## src/rtl/seg_scan_mux_if.sv

```systemverilog
// Bus bundle between the display datapath and the segment scanner.
// Optional blink_mask member exists only when DISP_BLINK_EN is defined.
interface seg_scan_mux_if #(
  parameter int NUM_DIGITS = 4
);
  logic [4*NUM_DIGITS-1:0] digits;
  logic [NUM_DIGITS-1:0]   dp;
  logic                    lz_suppress;
`ifdef DISP_BLINK_EN
  logic [NUM_DIGITS-1:0]   blink_mask;
`endif
  logic [6:0]              dispDigit;
  logic                    dispDP;
  logic [NUM_DIGITS-1:0]   selector;
  logic                    scan_tick;

  modport master (
`ifdef DISP_BLINK_EN
    output blink_mask,
`endif
    output digits, dp, lz_suppress,
    input  dispDigit, dispDP, selector, scan_tick
  );

  modport slave (
`ifdef DISP_BLINK_EN
    input  blink_mask,
`endif
    input  digits, dp, lz_suppress,
    output dispDigit, dispDP, selector, scan_tick
  );
endinterface

```

## src/rtl/seg_scan_mux.sv

```systemverilog
// N-digit multiplexed 7-segment scanner with blanking guard, frame-coherent capture,
// leading-zero suppression and selectable polarity. Define DISP_BLINK_EN to add per-digit blink.
module seg_scan_mux #(
  parameter int NUM_DIGITS  = 4,
  parameter int SCAN_DIV    = 16384,
  parameter int BLANK_GUARD = 16,
  parameter bit ACTIVE_LOW  = 1'b1
`ifdef DISP_BLINK_EN
  ,
  parameter int BLINK_DIV   = 32
`endif
) (
  input  logic          CLK,
  input  logic          RESET,
  seg_scan_mux_if.slave bus
);
  localparam int PW = $clog2(SCAN_DIV);
  localparam int IW = $clog2(NUM_DIGITS);

  function automatic logic [6:0] decode7(input logic [3:0] d);
    case (d)
      4'h0:    decode7 = 7'b0111111;
      4'h1:    decode7 = 7'b0000110;
      4'h2:    decode7 = 7'b1011011;
      4'h3:    decode7 = 7'b1001111;
      4'h4:    decode7 = 7'b1100110;
      4'h5:    decode7 = 7'b1101101;
      4'h6:    decode7 = 7'b1111101;
      4'h7:    decode7 = 7'b0000111;
      4'h8:    decode7 = 7'b1111111;
      4'h9:    decode7 = 7'b1101111;
      4'hA:    decode7 = 7'b1000000;
      default: decode7 = 7'b0000000;
    endcase
  endfunction

  logic                    start_reg;
  logic [PW-1:0]           presc_reg, presc_next;
  logic [IW-1:0]           index_reg, index_next;
  logic [4*NUM_DIGITS-1:0] digits_reg, digits_next;
  logic [NUM_DIGITS-1:0]   dp_reg, dp_next;
  logic                    lz_reg, lz_next;
  logic                    wrap, frame_end, capture;
  logic [NUM_DIGITS-1:0]   hidden;

  logic [6:0]              seg_reg;
  logic                    dp_out_reg;
  logic [NUM_DIGITS-1:0]   selector_reg;
  logic                    tick_reg;

  // start_reg marks the single cycle after reset release: it loads the shadow
  // registers and primes the outputs for prescaler 0 of slot 0.
  always_comb begin
    wrap      = (presc_reg == PW'(SCAN_DIV - 1));
    frame_end = wrap && (index_reg == IW'(NUM_DIGITS - 1));
    capture   = start_reg || frame_end;
    presc_next = wrap ? '0 : presc_reg + PW'(1);
    index_next = index_reg;
    if (frame_end)
      index_next = '0;
    else if (wrap)
      index_next = index_reg + IW'(1);
    if (start_reg) begin
      presc_next = '0;
      index_next = '0;
    end
    digits_next = capture ? bus.digits      : digits_reg;
    dp_next     = capture ? bus.dp          : dp_reg;
    lz_next     = capture ? bus.lz_suppress : lz_reg;
  end

`ifdef DISP_BLINK_EN
  localparam int FW = (BLINK_DIV > 1) ? $clog2(BLINK_DIV) : 1;
  logic [FW-1:0]         frame_reg, frame_next;
  logic                  blink_on_reg, blink_on_next;
  logic [NUM_DIGITS-1:0] mask_reg, mask_next;

  always_comb begin
    frame_next    = frame_reg;
    blink_on_next = blink_on_reg;
    if (start_reg) begin
      frame_next    = '0;
      blink_on_next = 1'b1;
    end else if (frame_end) begin
      if (frame_reg == FW'(BLINK_DIV - 1)) begin
        frame_next    = '0;
        blink_on_next = ~blink_on_reg;
      end else begin
        frame_next = frame_reg + FW'(1);
      end
    end
    mask_next = capture ? bus.blink_mask : mask_reg;
    hidden    = blink_on_next ? '0 : mask_next;
  end

  always_ff @(posedge CLK) begin
    if (RESET) begin
      frame_reg    <= '0;
      blink_on_reg <= 1'b1;
      mask_reg     <= '0;
    end else begin
      frame_reg    <= frame_next;
      blink_on_reg <= blink_on_next;
      mask_reg     <= mask_next;
    end
  end
`else
  assign hidden = '0;
`endif

  // zero_from[i]: shadow digits i..NUM_DIGITS-1 are all zero
  logic [NUM_DIGITS-1:0] zero_from;
  always_comb begin
    logic run;
    run = 1'b1;
    for (int i = NUM_DIGITS - 1; i >= 0; i--) begin
      run = run && (digits_next[4*i +: 4] == 4'd0);
      zero_from[i] = run;
    end
  end

  logic [6:0]            seg_all [NUM_DIGITS];
  logic [NUM_DIGITS-1:0] dp_all;

  for (genvar gi = 0; gi < NUM_DIGITS; gi++) begin : g_digit
    logic suppress;
    if (gi == 0) begin : g_lsd
      assign suppress = 1'b0;
    end else begin : g_upper
      assign suppress = lz_next && zero_from[gi];
    end
    assign seg_all[gi] = (suppress || hidden[gi]) ? 7'd0 : decode7(digits_next[4*gi +: 4]);
    assign dp_all[gi]  = dp_next[gi] && !hidden[gi];
  end

  logic [6:0]            seg_pick;
  logic                  dp_pick;
  logic [NUM_DIGITS-1:0] sel_pick;

  always_comb begin
    seg_pick = seg_all[index_next];
    dp_pick  = dp_all[index_next];
    sel_pick = '0;
    if (presc_next >= PW'(BLANK_GUARD))
      sel_pick = {{(NUM_DIGITS-1){1'b0}}, 1'b1} << index_next;
  end

  // Outputs are registered from next-state so they line up with the prescaler.
  always_ff @(posedge CLK) begin
    if (RESET) begin
      start_reg    <= 1'b1;
      presc_reg    <= '0;
      index_reg    <= '0;
      digits_reg   <= '0;
      dp_reg       <= '0;
      lz_reg       <= 1'b0;
      seg_reg      <= {7{ACTIVE_LOW}};
      dp_out_reg   <= ACTIVE_LOW;
      selector_reg <= {NUM_DIGITS{ACTIVE_LOW}};
      tick_reg     <= 1'b0;
    end else begin
      start_reg    <= 1'b0;
      presc_reg    <= presc_next;
      index_reg    <= index_next;
      digits_reg   <= digits_next;
      dp_reg       <= dp_next;
      lz_reg       <= lz_next;
      seg_reg      <= ACTIVE_LOW ? ~seg_pick : seg_pick;
      dp_out_reg   <= ACTIVE_LOW ? ~dp_pick : dp_pick;
      selector_reg <= ACTIVE_LOW ? ~sel_pick : sel_pick;
      tick_reg     <= (presc_next == '0);
    end
  end

  assign bus.dispDigit = seg_reg;
  assign bus.dispDP    = dp_out_reg;
  assign bus.selector  = selector_reg;
  assign bus.scan_tick = tick_reg;
endmodule

```

## src/flat_wrapper.sv

```systemverilog
// flat-port wrapper written by rule: the top's interface ports become plain ports
module seg_scan_mux_flat 
#(
  parameter int NUM_DIGITS  = 4,
  parameter int SCAN_DIV    = 16384,
  parameter int BLANK_GUARD = 16,
  parameter bit ACTIVE_LOW  = 1'b1

)
  (CLK, RESET, bus_digits, bus_dp, bus_lz_suppress, bus_dispDigit, bus_dispDP, bus_selector, bus_scan_tick);
  seg_scan_mux_if #(.NUM_DIGITS(NUM_DIGITS)) bus_i ();
  input  logic CLK;
  input  logic RESET;
  input wire logic [$bits(bus_i.digits)-1:0] bus_digits;
  input wire logic [$bits(bus_i.dp)-1:0] bus_dp;
  input wire logic [$bits(bus_i.lz_suppress)-1:0] bus_lz_suppress;
  output wire logic [$bits(bus_i.dispDigit)-1:0] bus_dispDigit;
  output wire logic [$bits(bus_i.dispDP)-1:0] bus_dispDP;
  output wire logic [$bits(bus_i.selector)-1:0] bus_selector;
  output wire logic [$bits(bus_i.scan_tick)-1:0] bus_scan_tick;
  assign bus_i.digits = bus_digits;
  assign bus_i.dp = bus_dp;
  assign bus_i.lz_suppress = bus_lz_suppress;
  assign bus_dispDigit = bus_i.dispDigit;
  assign bus_dispDP = bus_i.dispDP;
  assign bus_selector = bus_i.selector;
  assign bus_scan_tick = bus_i.scan_tick;
  seg_scan_mux #(.NUM_DIGITS(NUM_DIGITS), .SCAN_DIV(SCAN_DIV), .BLANK_GUARD(BLANK_GUARD), .ACTIVE_LOW(ACTIVE_LOW)) u_core (.CLK(CLK), .RESET(RESET), .bus(bus_i));
endmodule
```

## config.mk

```make
export PLATFORM = sky130hd
export DESIGN_NAME = seg_scan_mux_flat
export DESIGN_NICKNAME = d
export VERILOG_FILES = /design/src/rtl/seg_scan_mux_if.sv /design/src/rtl/seg_scan_mux.sv /design/src/flat_wrapper.sv
export SDC_FILE = /design/constraint.sdc
export NUM_CORES = 1
export LEC_CHECK = 0
export ABC_CLOCK_PERIOD_IN_PS = 5400
export BUFFER_PORTS_ARGS = -buffer_cell sky130_fd_sc_hd__buf_2
export CAP_MARGIN = 20
export CELL_PAD_IN_SITES_DETAIL_PLACEMENT = 1
export CELL_PAD_IN_SITES_GLOBAL_PLACEMENT = 1
export CORE_MARGIN = 8
export CORE_UTILIZATION = 45
export DETAILED_ROUTE_END_ITERATION = 7
export PLACE_DENSITY_LB_ADDON = 0.05
export SLEW_MARGIN = 20
export SYNTH_ARGS = -nofsm -noshare
export SYNTH_HDL_FRONTEND = slang
export SYNTH_SLANG_ARGS = --single-unit
export TNS_END_PERCENT = 5
```

## constraint.sdc

```tcl
create_clock -name CLK -period 5.4 [get_ports CLK]
set_input_delay 1.08 -clock CLK [delete_from_list [all_inputs] [get_ports CLK]]
set_output_delay 1.08 -clock CLK [all_outputs]
set_load 0.02 [all_outputs]
```

==> metrics.md, run 1 <==
| Metric | Value |
|---|---|
| Status | `finished, final reports clean` |
| Full die area | `0.01070 mm²` |
| Layout cells sized above 1 | `0.1392` |
| CTS Buf Count | `5` |
| Relative max-transition margin | `0.3178` |
| Critical path buffers and inverters | `0` |
| Number of flip-flops in the largest register | `16` |
| CP max stage delay | `0.70 ns` |
| Fillers | `936` |
| Peak VDD IR | `108.1 µV` |
| Final hold slack | `0.4623 ns` |
| Global-route usage over all layers | `0.1906` |
| Post-DP HPWL | `7.295 mm` |
| Launching element type of the critical path | `flip-flop` |
| Skew final | `0.01550 ns` |
| Total clock sinks | `51` |
| Final cell count without fillers | `533` |
| Mapped Nets | `451` |
| Tmin final | `4.175 ns` |
| Setup TNS | `0 ns` |
| Die Ht | `103.5 µm` |
| Crit. End Element | `flip-flop` |
| Via-to-Cell Ratio | `5.719` |
| PD cells | `219.7 mW/mm²` |
| CTS max path bufs | `2` |
| Post-Route WL | `9.549 mm` |
| Setup WS pre-CTS | `1.256 ns` |
| CP Max Fanout | `15` |
| Async SR Flop Fraction | `0` |
| Fraction of the yosys area taken by sequential cells | `0.2966` |
| Top delay family on crit path | `simple AND/OR/NAND/NOR gates` |
| Final setup fails | `0` |
| Yosys warnings | `0` |
| Crit path cell chain | `ha_1, nand3_1, nor4_2, nor2_4, mux2i_1, ha_1, nor4bb_1, nand4_1, a211oi_1, a21oi_1, o21ai_0, a21oi_1, o311ai_1` |
| CTS tree | `done` |
| CP Class | `flip-flop to flip-flop` |
| DR WL/cell | `17.92 µm` |
| Crit share post-route | `0.7732` |
| Largest net degree at the start of global routing | `41` |
| Post-CTS Resized | `0` |
| Most common flop cell mapped by yosys | `dfxtp_1` |
| Max_cap viols | `0` |
| Drt initial violations | `113` |
| Synth unique cells | `64` |
| Post-Place Cells | `525` |
| Total congestion overflow | `0` |
| WP data arrival | `4.40 ns` |
| Worst-path clk slew | `0.10 ns` |
| Vias in the first global route | `3221` |
| Via count | `3048` |
| Antenna violations before repair | `0` |
| Die Wd | `103.5 µm` |
| Number of I/O port buffers | `35` |
| Worst-skew pair later-pin latency | `0.31 ns` |
| Global-route wire length before repair | `16.16 mm` |
| Area Growth Syn to Fin | `9.778%` |
| Worst hold-check path type | `flip-flop to flip-flop` |
| Slew Viols, Final | `0` |
| Nets | `479` |
| Hold_buf cts | `0` |
| Static leakage | `0.001525 µW` |
| Mapped Cells | `402` |
| Initial Utilization | `0.4549` |
| Data required time of the worst path | `5.62 ns` |
| Clock root buffer | `clkbuf_8` |
| Post CTS Setup Buffer Count | `0` |
| Post-synthesis cell area | `0.003442 mm²` |
| Depth of the CTS H-tree | `2` |
| Seq cells post-synth | `51` |
| Post-route ant nets | `0` |
| Worst slew pin tran | `1.023 ns` |
| Antenna cell count | `0` |
| Core ar. | `0.007567 mm²` |
| Ports | `36` |
| DRC Markers | `0` |
| Synthesized area per cell | `8.562 µm²` |
| Post-synth EDFFs | `0` |
| Num rows | `32` |
| Final worst slack | `1.225 ns` |
| Fin. Hold Viols | `0` |
| Gpl congestion | `0.8667` |
| F_max | `239.5 MHz` |
| RSZ-0062 raised after global routing | `false` |
| Pre-Repair DR Iteration Count | `4` |
| Slowest CP cell | `nor4bb_1` |
## cells by family (layout without fill, tap and decap cells)
kind of cell | count (synthesis) | count (layout) | share of synthesized area
flip-flops | 51 | 51 | 0.2966
multiplexers | 33 | 33 | 0.1043
XOR/XNOR | 22 | 22 | 0.05598
adder cells (fa/ha/maj) | 26 | 26 | 0.09451
AND/OR/NAND/NOR | 145 | 145 | 0.2243
buffers and inverters | 38 | 67 | 0.05016
AO/OA/AOI/OAI | 87 | 87 | 0.1741
## area by class of cell
cell class                 instances  area, µm²  share of cell area
multi-input combinational        313       2253              0.5964
clock buffer                       8      100.1             0.02649
inverter                          21      78.83             0.02086
timing repair buffer              38      197.7             0.05232
sequential                        51       1021              0.2702
tap                              102      127.6             0.03377
## routing by layer
metal	global-route usage	vias up	share of wire	wire length, µm
met5	0	-	0	0
li1	-	1502	-	-
met1	0.2236	1478	0.45	4250
met3	0.02878	16	0.028	267
met4	0.05562	0	0.022	210
met2	0.3471	52	0.50	4821
## final timing paths
check                                 startpoint                                  to  slack, ns  depth (start not counted)
setup / recovery  u_core.presc_reg[0]$_SDFF_PP0_  u_core.bus.dispDigit[1]$_SDFF_PP1_       1.22                         13
hold / removal       u_core.dp_reg[2]$_SDFF_PP0_         u_core.dp_reg[2]$_SDFF_PP0_       0.46                          2
setup reg to reg  u_core.presc_reg[0]$_SDFF_PP0_  u_core.bus.dispDigit[1]$_SDFF_PP1_       1.22                         13
hold reg to reg      u_core.dp_reg[2]$_SDFF_PP0_         u_core.dp_reg[2]$_SDFF_PP0_       0.46                          2
## synth_stat cells, types with 3 or more instances
cell | number | area (µm²)
nor3_1 | 16 | 80.08
nand2b_1 | 4 | 25.02
mux2i_2 | 3 | 41.29
a311oi_1 | 3 | 26.28
dfxtp_1 | 51 | 1021
buf_2 | 3 | 15.01
nand4b_1 | 3 | 26.28
ha_1 | 26 | 325.3
o311ai_1 | 3 | 26.28
and2_1 | 5 | 31.28
a21oi_1 | 20 | 100.1
o31ai_1 | 5 | 37.54
nor2_1 | 51 | 191.4
nand3b_1 | 3 | 22.52
clkbuf_1 | 9 | 33.78
o22ai_1 | 3 | 18.77
a211o_1 | 3 | 26.28
nor4_1 | 5 | 31.28
buf_4 | 3 | 22.52
mux2i_1 | 25 | 250.2
a211oi_1 | 6 | 45.04
nor2b_1 | 4 | 25.02
nand4_1 | 5 | 31.28
xnor2_1 | 15 | 131.4
nand3_1 | 13 | 65.06
inv_1 | 21 | 78.83
mux2_2 | 4 | 45.04
o21bai_1 | 3 | 22.52
o31a_1 | 4 | 35.03
nand2_1 | 18 | 67.56
o21ai_0 | 16 | 80.08
xor2_1 | 7 | 61.31
o211ai_1 | 3 | 22.52
## metrics by stage
| stage | instance area, µm² | power (µW) | util |
|---|---|---|---|
| after floorplan | 3442 | 533.9 | - |
| after global placement | 3679 | 586.8 | 0.4861 |
| after detailed placement | 3679 | 589.5 | 0.4861 |
| after CTS | 3779 | 836.8 | 0.4993 |
| after global routing | 3779 | 874.4 | 0.4993 |
| final | 3779 | 830.0 | 0.4993 |
## cell usage in the layout (no fill, tap or decap), types with 4 or more instances in the layout
cell      count
a211oi_1      6
a21oi_1      20
and2_1        5
buf_2        35
clkbuf_8      7
dfxtp_1      51
ha_1         26
inv_1        21
mux2_2        4
mux2i_1      25
nand2_1      18
nand2b_1      4
nand3_1      13
nand4_1       5
nor2_1       51
nor2b_1       4
nor3_1       16
nor4_1        5
o21ai_0      16
o31a_1        4
o31ai_1       5
xnor2_1      15
xor2_1        7
## tightest hold or removal path: cells and delay by family (launching register included)
| kind | cells | cell delay (ns) |
|---|---|---|
| flops | 1 | 0.32 |
| simple gates | 1 | 0.05 |
| compound gates | 1 | 0.05 |
## power breakdown
group	internal, µW	total [µW]	switching (µW)
Sequential	393	404	10.9
Combinational	68.2	178	109
Clock	117	249	131
Total	578	830	252
Power figures use the tool's default switching activity.
==> run 2, diff against run 1 <==
--- a/config.mk
+++ b/config.mk
@@ -5,7 +5,7 @@
 export SDC_FILE = /design/constraint.sdc
 export NUM_CORES = 1
 export LEC_CHECK = 0
-export ABC_CLOCK_PERIOD_IN_PS = 5400
+export ABC_CLOCK_PERIOD_IN_PS = 4100
 export BUFFER_PORTS_ARGS = -buffer_cell sky130_fd_sc_hd__buf_2
 export CAP_MARGIN = 20
 export CELL_PAD_IN_SITES_DETAIL_PLACEMENT = 1
==> constraint.sdc (replaced) <==
create_clock -name CLK -period 4.1 [get_ports CLK]
set_input_delay 0.82 -clock CLK [delete_from_list [all_inputs] [get_ports CLK]]
set_output_delay 0.82 -clock CLK [all_outputs]
set_load 0.02 [all_outputs]
==> run 2 against run 1 <==
Compared with the run above: first-iteration DRC count down 34%; maximum frequency up 14%; total power up 37%; largest cell class unchanged; largest power group unchanged.
==> metrics.md, run 2 (same netlist as run 1, synthesis figures left out) <==
| Metric | Value |
|---|---|
| Tmin final | `3.647 ns (was 4.175 ns)` |
| Global-route wire length before repair | `15.37 mm (was 16.16 mm)` |
| Die Ht | `103.5 µm (unchanged)` |
| Die Wd | `103.5 µm (unchanged)` |
| Commonest non-fill, non-tap cells in the layout | `51 x nor2_1, 51 x dfxtp_1, 35 x buf_2 (unchanged)` |
| Max_cap viols | `0 (unchanged)` |
| CP max stage delay | `0.46 ns (was 0.70 ns)` |
| Relative max-transition margin | `0.4994 (was 0.3178)` |
| Largest net degree at the start of global routing | `41 (unchanged)` |
| Status | `finished, final reports clean (unchanged)` |
| Static leakage | `0.001582 µW (was 0.001525 µW)` |
| Worst hold-check path type | `flip-flop to flip-flop (unchanged)` |
| Core ar. | `0.007567 mm² (unchanged)` |
| Vias in the first global route | `3200 (was 3221)` |
| Worst-skew pair later-pin latency | `0.31 ns (about the same)` |
| Area Growth Syn to Fin | `12.61% (was 9.778%)` |
| CP Class | `flip-flop to flip-flop (unchanged)` |
| Number of flip-flops in the largest register | `16 (unchanged)` |
| Post-CTS Resized | `0 (unchanged)` |
| Via-to-Cell Ratio | `5.529 (was 5.719)` |
| Antenna cell count | `0 (unchanged)` |
| DRC Markers | `0 (unchanged)` |
| Hold_buf cts | `0 (unchanged)` |
| Drt initial violations | `75 (was 113)` |
| Antenna violations before repair | `0 (unchanged)` |
| PD cells | `292.5 mW/mm² (was 219.7 mW/mm²)` |
| Finished layout cell area | `0.003876 mm² (was 0.003779 mm²)` |
| Peak VDD IR | `121.1 µV (was 108.1 µV)` |
| Initial Utilization | `0.4549 (unchanged)` |
| Power after layout | `1134 µW (was 830.0 µW)` |
| Nets | `490 (was 479)` |
| Post CTS Setup Buffer Count | `0 (unchanged)` |
| Num rows | `32 (unchanged)` |
| Data required time of the worst path | `4.29 ns (was 5.62 ns)` |
| F_max | `274.2 MHz (was 239.5 MHz)` |
| Wl on met1 | `4.033 mm (was 4.250 mm)` |
| Total clock sinks | `51 (unchanged)` |
| Met2 WL post-DR | `4.772 mm (was 4.821 mm)` |
| Setup WS pre-CTS | `0.4584 ns (was 1.256 ns)` |
| Layout cells sized above 1 | `0.1629 (was 0.1392)` |
| CP Max Fanout | `14 (was 15)` |
| Launching element type of the critical path | `flip-flop (unchanged)` |
| Fillers | `914 (was 936)` |
| Crit share post-route | `0.8895 (was 0.7732)` |
| Top Metal Used | `met4 (unchanged)` |
| Gpl congestion | `0.8989 (was 0.8667)` |
| Fin. Hold Viols | `0 (unchanged)` |
| Post-route ant nets | `0 (unchanged)` |
| Crit. End Element | `flip-flop (unchanged)` |
| Final setup fails | `0 (unchanged)` |
| Post-DP HPWL | `7.154 mm (was 7.295 mm)` |
| Ports | `36 (unchanged)` |
| Worst-path clk slew | `0.10 ns (about the same)` |
| Top delay family on crit path | `simple AND/OR/NAND/NOR gates (unchanged)` |
| Clock root buffer | `clkbuf_8 (unchanged)` |
| Total congestion overflow | `0 (unchanged)` |
| Placed inst area | `0.003761 mm² (was 0.003679 mm²)` |
| Slowest CP cell | `nor4_2 (was nor4bb_1)` |
| Global-route usage over all layers | `0.1832 (was 0.1906)` |
| CTS max path bufs | `2 (unchanged)` |
| Via count | `3008 (was 3048)` |
| Post-Route WL | `9.169 mm (was 9.549 mm)` |
| Pre-Repair DR Iteration Count | `4 (unchanged)` |
| CTS Buf Count | `5 (unchanged)` |
| Skew final | `0.008753 ns (was 0.01550 ns)` |
| Setup TNS | `0 ns (unchanged)` |
| Depth of the CTS H-tree | `2 (unchanged)` |
| Worst slew pin tran | `0.7508 ns (was 1.023 ns)` |
| Critical path buffers and inverters | `1 (was 0)` |
| CTS tree | `done (unchanged)` |
| DR WL/cell | `16.85 µm (was 17.92 µm)` |
| Final worst slack | `0.4532 ns (was 1.225 ns)` |
| Most used cell, CP | `ha_1` |
| Wire length on met3 | `226 µm (was 267 µm)` |
| RSZ-0062 raised after global routing | `false (unchanged)` |
| Full die area | `0.01070 mm² (unchanged)` |
| Slew Viols, Final | `0 (unchanged)` |
| Crit path cell chain | `ha_1, nand3_1, nor4_2, nor2_4, mux2i_1, ha_1, nor4bb_1, buf_4, and2_1, o31a_1, a311oi_1, a211oi_1, or4_1 (was ha_1, nand3_1, nor4_2, nor2_4, mux2i_1, ha_1, nor4bb_1, nand4_1, a211oi_1, a21oi_1, o21ai_0, a21oi_1, o311ai_1)` |
| Number of I/O port buffers | `35 (unchanged)` |
| WP data arrival | `3.84 ns (was 4.40 ns)` |
run 2: cell count changes in the layout (fill, tap and decap cells not counted):
cell and change:
buf_4 +11, clkbuf_8 -2, clkinvlp_4 +1, inv_6 +1, bufinv_16 +1, clkbuf_1 -1
run 2: final timing paths:
kind	slack, ns	from	cells past startpoint	endpoint
setup / recovery	0.45	u_core.presc_reg[0]$_SDFF_PP0_	13	u_core.bus.dispDigit[2]$_SDFF_PP1_
setup reg to reg	0.45	u_core.presc_reg[0]$_SDFF_PP0_	13	u_core.bus.dispDigit[2]$_SDFF_PP1_
hold / removal	0.46	u_core.lz_reg$_SDFF_PP0_	2	u_core.lz_reg$_SDFF_PP0_
hold reg to reg	0.46	u_core.lz_reg$_SDFF_PP0_	2	u_core.lz_reg$_SDFF_PP0_
run 2: cell type report:
class	instances	area (µm²)	area share
clock buffers	5	68.82	0.01775
inverters	21	78.83	0.02034
repair buffers	49	280.3	0.07230
multi-input cells	313	2253	0.5813
clock inverters	3	46.29	0.01194
well taps	102	127.6	0.03292
flip-flops and latches	51	1021	0.2634
run 2: worst min-delay path, delay by kind of cell (launching register included):
| family | cells | cell delay [ns] |
|---|---|---|
| flip-flops | 1 | 0.32 |
| AND/OR/NAND/NOR | 1 | 0.05 |
| AO/OA/AOI/OAI | 1 | 0.05 |
run 2: stage by stage:
stage	cells	utilization	hold WS [ns]
6_report	544	0.5122	0.4608
5_1_grt	544	0.5122	0.4890
4_1_cts	544	0.5122	0.4651
3_5_place_dp	536	0.4970	0.4525
3_3_place_gp	536	0.4970	0.4397
2_1_floorplan	402	-	0.4274
run 2: where the power goes:
part / switching (µW) / internal (µW) / total (µW)
sequential: 14.1 / 517 / 531
combinational: 142 / 97.1 / 239
clock: 179 / 184 / 363
total: 336 / 798 / 1130
run 2: per-layer routing:
| layer | vias up | global-route usage |
|---|---|---|
| li1 | 1524 | - |
| met1 | 1436 | 0.2081 |
| met2 | 33 | 0.3447 |
| met3 | 15 | 0.02811 |
| met4 | 0 | 0.04672 |
| met5 | - | 0 |
==> run 3, diff against run 2 <==
--- a/config.mk
+++ b/config.mk
@@ -14,6 +14,7 @@
 export CORE_UTILIZATION = 45
 export DETAILED_ROUTE_END_ITERATION = 7
 export PLACE_DENSITY_LB_ADDON = 0.05
+export RECOVER_POWER = 50
 export SLEW_MARGIN = 20
 export SYNTH_ARGS = -nofsm -noshare
 export SYNTH_HDL_FRONTEND = slang
==> run 3 against run 2 <==
Compared with the run above: the flow now finishes with violations (max-capacitance violations, max-slew violations); routed wire length rose by 0.17%; core utilization fell by 0.60 points; via count rose by 0.13%; combinational power fell by 2%; maximum frequency fell by 0.85%; setup slack got worse by 0.031 ns; critical path depth did not move; total power fell by 0.49%; global-route usage did not move; sequential share of layout area rose by 0.31 points; register-to-register slack got worse by 0.03 ns; count of clock-buffer cells in the layout did not move; largest power group unchanged; highest routed layer unchanged.
==> metrics.md, run 3 (same netlist as run 1, synthesis figures left out) <==
| Metric | Value |
|---|---|
| Status | `complete, but fails checks (was finished, final reports clean)` |
| Failing checks | `max-capacitance violations, max-slew violations` |
| Clock root buffer | `clkbuf_8 (unchanged)` |
| Number of flip-flops in the largest register | `16 (unchanged)` |
| Via count | `3012 (was 3008)` |
| RSZ-0062 raised after global routing | `false (unchanged)` |
| Worst-skew pair later-pin latency | `0.31 ns (about the same)` |
| Finished layout cell area | `0.003831 mm² (was 0.003876 mm²)` |
| Post-Place Cells | `536 (unchanged)` |
| Total clock sinks | `51 (unchanged)` |
| PD cells | `294.5 mW/mm² (was 292.5 mW/mm²)` |
| Final Core Density | `0.5063 (was 0.5122)` |
| DR WL/cell | `16.88 µm (was 16.85 µm)` |
| Skew final | `0.008743 ns (was 0.008753 ns)` |
| Final hold slack | `0.4598 ns (was 0.4608 ns)` |
| Area of the multi-input gates | `0.002241 mm² (was 0.002253 mm²)` |
| Die Wd | `103.5 µm (unchanged)` |
| Largest net degree at the start of global routing | `41 (unchanged)` |
| Setup TNS | `0 ns (unchanged)` |
| Initial Utilization | `0.4549 (unchanged)` |
| Register Area | `0.001021 mm² (unchanged)` |
| Data required time of the worst path | `4.32 ns (was 4.29 ns)` |
| Post CTS Setup Buffer Count | `0 (unchanged)` |
| Final setup fails | `0 (unchanged)` |
| F_max | `271.9 MHz (was 274.2 MHz)` |
| CTS tree | `done (unchanged)` |
| Final cell count without fillers | `544 (unchanged)` |
| Tmin final | `3.678 ns (was 3.647 ns)` |
| Pre-Repair DR Iteration Count | `4 (unchanged)` |
| Depth of the CTS H-tree | `2 (unchanged)` |
| Fillers | `919 (was 914)` |
| Num rows | `32 (unchanged)` |
| Max_cap viols | `1 (was 0)` |
| Post-route ant nets | `0 (unchanged)` |
| WP data arrival | `3.90 ns (was 3.84 ns)` |
| CTS Buf Count | `5 (unchanged)` |
| Peak VDD IR | `121.4 µV (was 121.1 µV)` |
| DRC Markers | `0 (unchanged)` |
| CP Class | `flip-flop to flip-flop (unchanged)` |
| Drt initial violations | `83 (was 75)` |
| Vias in the first global route | `3200 (unchanged)` |
| Global-route usage over all layers | `0.1832 (unchanged)` |
| CTS max path bufs | `2 (unchanged)` |
| Relative max-transition margin | `-0.1910 (was 0.4994)` |
| Die Ht | `103.5 µm (unchanged)` |
| Slew Viols, Final | `41 (was 0)` |
| Crit share post-route | `0.8971 (was 0.8895)` |
| Global-route wire length before repair | `15.37 mm (unchanged)` |
| Post-Route WL | `9.185 mm (was 9.169 mm)` |
| CP Max Fanout | `14 (unchanged)` |
| Crit. End Element | `flip-flop (unchanged)` |
| Worst slew pin tran | `1.787 ns (was 0.7508 ns)` |
| Full die area | `0.01070 mm² (unchanged)` |
| Launching element type of the critical path | `flip-flop (unchanged)` |
| Fin. Hold Viols | `0 (unchanged)` |
| Worst-path clk slew | `0.10 ns (about the same)` |
| Hold_buf cts | `0 (unchanged)` |
| Post-DP HPWL | `7.154 mm (unchanged)` |
| Placed inst area | `0.003761 mm² (unchanged)` |
| Area Growth Syn to Fin | `11.30% (was 12.61%)` |
| Antenna violations before repair | `0 (unchanged)` |
| Nets | `490 (unchanged)` |
| Via-to-Cell Ratio | `5.537 (was 5.529)` |
| Ports | `36 (unchanged)` |
| Worst hold-check path type | `flip-flop to flip-flop (unchanged)` |
| Gpl congestion | `0.8989 (unchanged)` |
| Core ar. | `0.007567 mm² (unchanged)` |
| Layout cells sized above 1 | `0.1199 (was 0.1629)` |
| Static leakage | `0.001540 µW (was 0.001582 µW)` |
| Antenna cell count | `0 (unchanged)` |
| Commonest non-fill, non-tap cells in the layout | `51 x nor2_1, 51 x dfxtp_1, 26 x mux2i_1, 26 x ha_1 (was 51 x nor2_1, 51 x dfxtp_1, 35 x buf_2)` |
| Total congestion overflow | `0 (unchanged)` |
| Number of I/O port buffers | `35 (unchanged)` |
| Post-CTS Resized | `0 (unchanged)` |
[run 3: cell count changes in the layout (fill, tap and decap cells not counted)]
cell      delta
mux2i_4      -1
or2_0        +1
mux2i_1      +1
buf_2       -14
or2_1        -1
buf_4        -4
clkbuf_1    +18
[run 3: cell type report]
type | count | area share
clock inverters | 3 | 0.01208
inverters | 21 | 0.02057
repair buffers | 49 | 0.06466
well taps | 102 | 0.03331
clock buffers | 5 | 0.01796
flip-flops and latches | 51 | 0.2665
multi-input cells | 313 | 0.5849
[run 3: through the flow]
stage	total power [µW]	setup WS, ns
after floorplan	703.2	0.2822
after global placement	778.6	0.6169
after detailed placement	783.9	0.4584
after CTS	1148	0.4442
after global routing	1196	0.1326
final	1128	0.4220
[run 3: where the power goes]
group          leakage, µW  switching, µW  internal (µW)
Sequential        0.000419           14.1            517
Combinational      0.00107            142           92.0
Clock            0.0000548            179            184
[run 3: worst max-delay path: stages, from the launching register on]
cell,delay [ns]
dfxtp_1,0.42
ha_1,0.27
nand3_1,0.26
nor4_2,0.47
nor2_4,0.19
mux2i_1,0.51
ha_1,0.34
inv_1,0.05
or4bb_1,0.52
nand2_1,0.09
a21oi_1,0.11
o21ai_0,0.10
a21oi_1,0.10
o311ai_1,0.16
[run 3: metal layers]
metal / part of all wire / global-route usage
met5: 0 / 0
met4: 0.015 / 0.04672
met3: 0.027 / 0.02811
met2: 0.52 / 0.3447
met1: 0.44 / 0.2081
[run 3: worst paths after layout]
| kind | cells past startpoint | end | slack [ns] | from |
|---|---|---|---|---|
| hold / removal | 2 | u_core.lz_reg$_SDFF_PP0_ | 0.46 | u_core.lz_reg$_SDFF_PP0_ |
| setup reg to reg | 13 | u_core.bus.dispDigit[1]$_SDFF_PP1_ | 0.42 | u_core.presc_reg[0]$_SDFF_PP0_ |
| hold reg to reg | 2 | u_core.lz_reg$_SDFF_PP0_ | 0.46 | u_core.lz_reg$_SDFF_PP0_ |
| setup / recovery | 13 | u_core.bus.dispDigit[1]$_SDFF_PP1_ | 0.42 | u_core.presc_reg[0]$_SDFF_PP0_ |
